<file path="src/rtl/peak_scan_ctrl.sv">
// Per-line peak scan sequencer wrapped around max_finder: clear, sync, window gate, drain, hold.
// Optional watchdog on WAIT_SYNC/SCAN is enabled by defining PEAK_TIMEOUT_EN.
//
// state     | meaning
// ----------+-------------------------------------------------------------
// IDLE      | waiting for trig; config registers hold last scan's window
// CLEAR     | mf_start held high for START_CYC cycles to clear max_finder
// WAIT_SYNC | waiting for line_sync to restart the pixel index
// SCAN      | counting valid pixels, gating in-window pixels to max_finder
// DRAIN     | MF_LAT cycles for max_finder to absorb the last gated pixel
// HOLD      | result presented with res_valid until res_ack
module peak_scan_ctrl #(
    parameter int START_CYC   = 2,
    parameter int MF_LAT      = 2,
    parameter int TIMEOUT_CYC = 65535
) (
    input  logic       clk_in,
    input  logic       rst_n,
    input  logic       trig,
    input  logic       line_sync,
    input  logic       pix_valid,
    input  logic [7:0] pix_data,
    input  logic [8:0] win_start,
    input  logic [8:0] win_end,
    input  logic [7:0] min_peak,
    output logic       mf_start,
    output logic       mf_data_valid,
    output logic [7:0] mf_data_in,
    output logic [8:0] mf_data_pos,
    input  logic [8:0] mf_max_pos,
    input  logic [7:0] mf_max_value,
    output logic       busy,
    output logic       err_cfg,
    output logic       res_valid,
    input  logic       res_ack,
    output logic [8:0] res_pos,
    output logic [7:0] res_value,
    output logic [2:0] res_flags
);

    if (START_CYC < 1 || START_CYC > 7 || MF_LAT < 1 || MF_LAT > 7 ||
        TIMEOUT_CYC < 1 || TIMEOUT_CYC > 65535) begin : g_param_check
        $error("peak_scan_ctrl: parameter out of range");
    end

    typedef enum logic [2:0] {IDLE, CLEAR, WAIT_SYNC, SCAN, DRAIN, HOLD} state_t;

    state_t     state_q, state_d;
    logic [8:0] win_start_q, win_end_q;
    logic [7:0] min_peak_q;
    logic [2:0] cnt_q;
    logic [8:0] idx_q;
    logic       trunc_q;
    logic       cfg_ok, in_win, cnt_done, last_pix, timeout_hit;

    assign cfg_ok   = trig && (win_start <= win_end);
    assign in_win   = (idx_q >= win_start_q) && (idx_q <= win_end_q);
    assign cnt_done = (cnt_q == 3'd0);
    assign last_pix = (idx_q == win_end_q) || (idx_q == 9'd511);

`ifdef PEAK_TIMEOUT_EN
    localparam logic [15:0] WDOG_LAST = 16'(TIMEOUT_CYC - 1);
    logic [15:0] wdog_q;

    always_ff @(posedge clk_in or negedge rst_n) begin
        if (!rst_n) begin
            wdog_q <= '0;
        end else if (state_q == IDLE && cfg_ok) begin
            wdog_q <= '0;
        end else if (state_q == WAIT_SYNC || state_q == SCAN) begin
            wdog_q <= wdog_q + 16'd1;
        end
    end

    assign timeout_hit = (state_q == WAIT_SYNC || state_q == SCAN) && (wdog_q == WDOG_LAST);
`else
    assign timeout_hit = 1'b0;
`endif

    always_ff @(posedge clk_in or negedge rst_n) begin
        if (!rst_n) state_q <= IDLE;
        else        state_q <= state_d;
    end

    always_comb begin
        state_d   = state_q;
        mf_start  = (state_q == CLEAR);
        busy      = (state_q != IDLE);
        res_valid = (state_q == HOLD);
        case (state_q)
            IDLE:      if (cfg_ok) state_d = CLEAR;
            CLEAR:     if (cnt_done) state_d = WAIT_SYNC;
            WAIT_SYNC: begin
                if (timeout_hit)    state_d = HOLD;
                else if (line_sync) state_d = SCAN;
            end
            SCAN: begin
                if (timeout_hit)                state_d = HOLD;
                else if (line_sync)             state_d = DRAIN;
                else if (pix_valid && last_pix) state_d = DRAIN;
            end
            DRAIN:     if (cnt_done) state_d = HOLD;
            HOLD:      if (res_ack) state_d = IDLE;
            default:   state_d = IDLE;
        endcase
    end

    always_ff @(posedge clk_in or negedge rst_n) begin
        if (!rst_n) begin
            win_start_q   <= '0;
            win_end_q     <= '0;
            min_peak_q    <= '0;
            cnt_q         <= '0;
            idx_q         <= '0;
            trunc_q       <= 1'b0;
            err_cfg       <= 1'b0;
            mf_data_valid <= 1'b0;
            mf_data_in    <= '0;
            mf_data_pos   <= '0;
            res_pos       <= '0;
            res_value     <= '0;
            res_flags     <= '0;
        end else begin
            err_cfg       <= (state_q == IDLE) && trig && !cfg_ok;
            mf_data_valid <= 1'b0;
            case (state_q)
                IDLE: begin
                    if (cfg_ok) begin
                        win_start_q <= win_start;
                        win_end_q   <= win_end;
                        min_peak_q  <= min_peak;
                        cnt_q       <= 3'(START_CYC - 1);
                        trunc_q     <= 1'b0;
                    end
                end
                CLEAR: begin
                    if (!cnt_done) cnt_q <= cnt_q - 3'd1;
                end
                WAIT_SYNC, SCAN: begin
                    if (timeout_hit) begin
                        res_pos   <= '0;
                        res_value <= '0;
                        res_flags <= 3'b100;
                    end else if (line_sync) begin
                        // In WAIT_SYNC this starts the line; in SCAN it cuts the line short
                        if (state_q == WAIT_SYNC) begin
                            idx_q <= '0;
                        end else begin
                            trunc_q <= 1'b1;
                            cnt_q   <= 3'(MF_LAT - 1);
                        end
                    end else if (state_q == SCAN && pix_valid) begin
                        if (in_win) begin
                            mf_data_valid <= 1'b1;
                            mf_data_in    <= pix_data;
                            mf_data_pos   <= idx_q;
                        end
                        if (idx_q != 9'd511) idx_q <= idx_q + 9'd1;
                        if (last_pix) begin
                            cnt_q <= 3'(MF_LAT - 1);
                            if (idx_q != win_end_q) trunc_q <= 1'b1;
                        end
                    end
                end
                DRAIN: begin
                    if (cnt_done) begin
                        res_pos   <= mf_max_pos;
                        res_value <= mf_max_value;
                        res_flags <= {1'b0, trunc_q, (mf_max_value < min_peak_q)};
                    end else begin
                        cnt_q <= cnt_q - 3'd1;
                    end
                end
                default: ;
            endcase
        end
    end

endmodule

</file>
<file path="config.mk">
export PLATFORM = sky130hd
export DESIGN_NAME = peak_scan_ctrl
export DESIGN_NICKNAME = d
export VERILOG_FILES = /design/src/rtl/peak_scan_ctrl.sv
export SDC_FILE = /design/constraint.sdc
export NUM_CORES = 1
export LEC_CHECK = 0
export CAP_MARGIN = 20
export CORE_ASPECT_RATIO = 2
export CORE_MARGIN = 2
export CORE_UTILIZATION = 45
export DETAILED_ROUTE_END_ITERATION = 7
export PLACE_DENSITY = 0.86
export REMOVE_ABC_BUFFERS = 1
export SLEW_MARGIN = 20
export SYNTH_ARGS = -nofsm -noshare
export SYNTH_HDL_FRONTEND = slang
export SYNTH_SLANG_ARGS = --single-unit
export TNS_END_PERCENT = 50
</file>
<file path="constraint.sdc">
create_clock -name clk_in -period 2.59 [get_ports clk_in]
set_input_delay 0.518 -clock clk_in [delete_from_list [all_inputs] [get_ports clk_in]]
set_output_delay 0.518 -clock clk_in [all_outputs]
set_load 0.02 [all_outputs]
</file>
# Yosys cells after proc, flatten, opt, wreduce, memory -nomap -nowiden
# Index checks and enable logic that the tools add are counted.
word_totals:
  mem_bits_rw: 0
  word_cells: 95
  input_bits: 57
  rom_bits: 0
  memories: 0
  latch_bits: 0
  reg_bits: 80
classes:
  n_lt_le_gt_ge: 4
  muxes: 29
  n_reduce_logical: 24
  mul: 0
  add_sub_neg: 2
  shifts: 0
  div: 0
  n_eq_ne: 21
  n_bitwise: 1
op_table:
  columns: ["cell", "count"]
  rows:
  - ["3-bit 2-to-1 mux", 12]
  - ["9-bit 2-to-1 mux", 4]
  - ["9-bit <= comparator", 2]
  - ["3-bit case mux with 6 select lines", 1]
  - ["6-bit AND reduction", 3]
  - ["3-bit inequality test, second input constant", 5]
  - ["1-bit 2-to-1 mux", 10]
  - ["9-bit by 1-bit adder with 9-bit output, second input constant", 1]
  - ["9-bit equality test", 1]
  - ["9-bit equality test, second input constant", 1]
  - ["9-bit >= comparator", 1]
  - ["9-bit inequality test", 1]
  - ["9-bit inequality test, second input constant", 1]
  - ["3-bit case mux with 3 select lines", 1]
  - ["8-bit less-than comparator", 1]
  - ["2-bit inequality test, second input constant", 4]
  - ["4-bit AND reduction", 2]
  - ["3-bit by 2-bit equality test with 1-bit output, second input constant", 2]
  - ["3-bit equality test, second input constant", 2]
  - ["1-bit logical AND", 6]
  - ["3-bit zero test", 2]
  - ["2-bit by 1-bit inequality test with 1-bit output, second input constant", 3]
  - ["2-bit nonzero test", 3]
  - ["3-bit nonzero test", 2]
  - ["8 further kinds", 10]

# Longest topological paths before layout
depth:
  depth_word: 6
  depth_mapped: 10
  mapped_depth_nobuf: 10

# Worst setup path after synthesis
# No wires, ideal clock.
synth_path:
  path_type: "reg2reg"
  from: "register idx_q[4]"
  to: "register mf_data_in[0]"
  path_slack_ns: 0.000
  setup_ns: 0.125
  stages_incl_launch_ff: 9
  arrival_time_ns: 2.465
  period_less_slack_ns: 2.590
  t_required_ns: 2.465
  cell_sequence: "dfrtp_1 ha_1 a211oi_2 nor2_1 a2111oi_4 a21oi_2 a2111oi_4 buf_6 mux2_4"
synth_between:
  elab_chain_len: 3
  elab_cells_between_ends: 4
synth_lines:
  columns: ["element", "line_no", "text"]
  rows:
  - ["start: declaration", "52", "logic [8:0] idx_q;"]
  - ["start signal: assignment", "158", "if (idx_q != 9'd511) idx_q <= idx_q + 9'd1;"]
  - ["9-bit >= comparator / 9-bit <= comparator (equally long branches)", "57", "assign in_win = (idx_q >= win_start_q) && (idx_q <= win_end_q);"]
  - ["1-bit logical AND (*)", "57", null]
  - ["4-bit AND reduction (no line) (*)", null, null]
  - ["end signal: assignment", "155", "mf_data_in <= pix_data;"]
  - ["end: declaration", "28", "output logic [7:0] mf_data_in,"]
# Every way passes the cells marked *; elsewhere a longest branch is shown, timed or not.
# A chain may end at the register's enable or synchronous reset.

# Worst setup path after layout
layout_path:
  from: "input port win_end[6]"
  to: "register win_start_q[7]"
layout_between:
  elab_chain_len: 3
layout_lines:
  columns: ["element", "line_no", "text"]
  rows:
  - ["start: declaration", "24", "input logic [8:0] win_end,"]
  - ["9-bit <= comparator", "56", "assign cfg_ok = trig && (win_start <= win_end);"]
  - ["1-bit logical AND", "56", null]
  - ["2-bit AND reduction (no line)", null, null]
  - ["end signal: assignment", "129", "win_start_q <= win_start;"]
  - ["end: declaration", "49", "logic [8:0] win_start_q, win_end_q;"]
# Every way passes these cells.

==> impl_summary.txt <==
----------------------------------------------------
[Final layout]
  Most common cell after layout, fill and taps aside ... clkdlybuf4s50_1
  # fillers ... roughly 720
  Final Util ... 63.7%
  Proportion of layout cells with a drive suffix above 1 ... 21.9%
  Antenna diodes ... 0
  P&R area growth vs syn ... 38.9%
  Layout Nets ... 573
  Top library cells by usage in the layout, fill and taps aside ... clkdlybuf4s50_1 (96), dfrtp_1 (80), mux2_2 (45)

[Pwr]
  Pwr per Cell Area ... 1000 nW/um2
  Peak supply drop ... around 0.00055 V
  Static leakage power ... 2.78 nW

[Setup path]
  Number of buffer and inverter instances along the worst setup path ... 4
  Data arrival time of the critical path ... 2.78 ns
  Largest fanout of any net on the critical path ... 26
  CP Launch Type ... input pin
  CP Class ... in2reg
  Cell Chain, Critical Path ... clkdlybuf4s50_1 > inv_1 > ha_1 > a21o_1 > a21oi_1 > nor2b_1 > a2111oi_2 > buf_4 > o21bai_2 > buf_12 > mux2_2
  Largest delay share family, worst path ... buffers and inverters
  Crit-path max cell delay ... 0.47 ns
  Kind of end point of the critical path ... flip-flop
  CP Data Required Time ... 2.81 ns
  Critical-path cell with the highest stage delay ... clkdlybuf4s50_1

[Routing]
  DRC violation count after routing ... 0
  Antenna-violating nets left ... 0
  Number of DRC markers after the initial detailed-route iteration ... 115
  Routed vias/inst ... 5.43
  Drt wl/cell ... 17.1 um
  Detailed Route WL ... 10100 um
  Via count ... approximately 3200
  DR pass1 iterations ... 4

[Hold path]
  Kind of path behind the tightest hold check ... in2async

[STA]
  Clock period minus final worst setup slack ... approximately 2.6 ns
  Clock Skew ... between 0.006 and 0.007 ns
  Count of final max-slew check failures ... 0
  Hold Fails Final Rpt ... 0
  Setup TNS after final layout ... 0 ns
  Highest Clock Rate ... 390 MHz
  Final period util ... slightly below 100%
  Final-layout worst hold slack ... 0.112 ns
  Setup slack of the critical path after layout ... 0.0281 ns
  Setup repair after global routing missed its margin ... yes
  Count of endpoints failing setup in the final report ... 0

[Logic synthesis]
  Cell taking the most area after synthesis ... dfrtp_1
  Post-synth EDFFs ... 0
  Synth async-reset ratio ... 100%
  Flip-flop and latch count after synthesis ... 80
  Flip-flop cell with the highest count after synthesis ... dfrtp_1
  Ys Warns ... 0
  Netlist Area Pre-Place ... 4250 um2
  Area share of the largest cell type after synthesis ... 47.2%
  Cells after Synth ... around 360
  Mapped Avg Cell Area ... 11.9 um2
  Proportion of synthesized chip area in sequential cells ... 47.2%
  Main area contributors after synthesis ... dfrtp_1 (47%), mux2_2 (12%), ha_1 (11%)
  Count of different cell masters after synthesis ... 52

[CTS]
  Count of H-tree levels built during CTS ... 3
  Cell chosen for the clock root ... clkbuf_16
  Clk Latency, worst-skew pair ... between 0.3 and 0.4 ns
  Number of CTS-inserted buffers ... 9
  Clock transition at the registers of the reported paths ... 0.06 ns
  Number of buffers between clock root and the deepest sink ... 2
  Clock sink count ... 80
  Number of hold-repair buffers added at the cts stage ... 0
  CTS tree ... built

[Placed design]
  Final RePlAce weighted congestion ... slightly below 0.9
  Dpl hpwl ... 7760 um
  IO Port Bufs ... 97
  Pre-CTS setup slack ... -0.322 ns

[GRT]
  Maximum number of pins on one net before global-route repair ... 50
  Initial antenna violation count ... 0
  Via count of the first global-routing pass ... 3374
  Overflow after GRT ... 0
  Wire length of the first global-routing pass ... 15800 um
  Aggregate global-route resource usage ... 20.3%

[Run status]
  Run status ... complete, no violations

[Floorplanning]
  Die Width ... 72.7 um
  Die ar. ... approximately 10000 um2
  Core box area ... 9260 um2
  Effective utilization at floorplan ... 45.9%
  Std-Cell Rows ... 50
  Total I/O pin count ... 99
  Height of the die ... 141 um

[Job]
  Max_cap viols ... 0

----------------------------------------------------
==> final cells by class <==
| cell class | count | area [um2] | area share (%) |
|---|---|---|---|
| clock buffer | 11 | 243 | 4.12 |
| timing repair buffer | 122 | 1210 | 20.5 |
| sequential | 80 | 2000 | 33.9 |
| clock inverter | 5 | 104 | 1.76 |
| inverter | 36 | 135 | 2.29 |
| tap | 104 | 130 | 2.21 |
| multi-input combinational | 229 | 2070 | 35.1 |
==> path summary, 6_finish.rpt <==
check,start,slack (ns),end,depth (start not counted)
worst max register to register,idx_q[4],0.10,mf_data_in[3],9
worst min register to register,cnt_q[0],0.49,cnt_q[0],1
max in group asynchronous,rst_n,1.88,idx_q[7],2
min in group clk_in,cnt_q[0],0.49,cnt_q[0],1
worst max-delay path,win_end[6],0.03,win_start_q[7],11
worst min-delay path,rst_n,0.11,res_value[1],1
==> synth_stat cells, types with 5 or more instances <==
| library cell | number |
|---|---|
| mux2_4 | 9 |
| ha_1 | 38 |
| nand2b_1 | 5 |
| nand3_1 | 5 |
| nand4_1 | 8 |
| nand2_1 | 12 |
| o21ai_0 | 12 |
| clkbuf_1 | 5 |
| a21oi_1 | 10 |
| nor2b_1 | 6 |
| dfrtp_1 | 80 |
| nor2_1 | 13 |
| mux2i_1 | 8 |
| inv_1 | 36 |
| mux2_2 | 45 |
==> timing repair <==
action | CTS | global route
gates resized for setup | 0 | 6
hold endpoints to repair | 0 | 0
setup endpoints to repair | 0 | 41
buffers inserted | 0 | 1
==> report_power, final <==
part | internal (W) | switching, W | leakage [nW] | total, W
sequential | 0.00173 | 0.000339 | 1.00 | 0.00207
combinational | 0.00124 | 0.00115 | 1.61 | 0.00239
clock | 0.000968 | 0.000498 | 0.170 | 0.00147
total | 0.00394 | 0.00199 | 2.78 | 0.00592
==> metal layers <==
layer  global-route usage [%]  up-vias  share of wire (%)
met3                     3.62       33                4.1
met1                     19.5     1553                 33
li1                         -     1502                  -
met5                        0        -                  0
met2                     37.8       97                 57
met4                     12.9        0                5.2
==> stage by stage <==
step | total power [W] | instance area, um2 | instances
global route | 0.00626 | 5900 | 587
finish | 0.00592 | 5900 | 587
detailed placement | 0.00445 | 5490 | 569
CTS | 0.00594 | 5840 | 585
global placement | 0.00430 | 5490 | 569
floorplan | 0.00345 | 4180 | 345
==> registers in the layout (all words and copies together) (netlist names) <==
signal         flops
idx_q              9
res_pos            9
min_peak_q         8
mf_data_in         8
mf_data_pos        9
err_cfg            1
state_q            3
res_flags          2
cnt_q              3
win_start_q        9
res_value          8
win_end_q          9
mf_data_valid      1
trunc_q            1
==> cells by family (layout without fill, tap and decap cells) <==
logic type	count (synthesis)	count (layout)	synth area share (%)
AO/OA/AOI/OAI	55	55	9.96
XOR/XNOR	7	7	1.44
adder cells (fa/ha/maj)	38	38	11.2
buffers and inverters	47	174	4.72
flip-flops	80	80	47.2
multiplexers	62	62	17.0
other	1	1	0.0883
AND/OR/NAND/NOR	66	66	8.43
No activity file was read; power rests on OpenSTA's default activity.
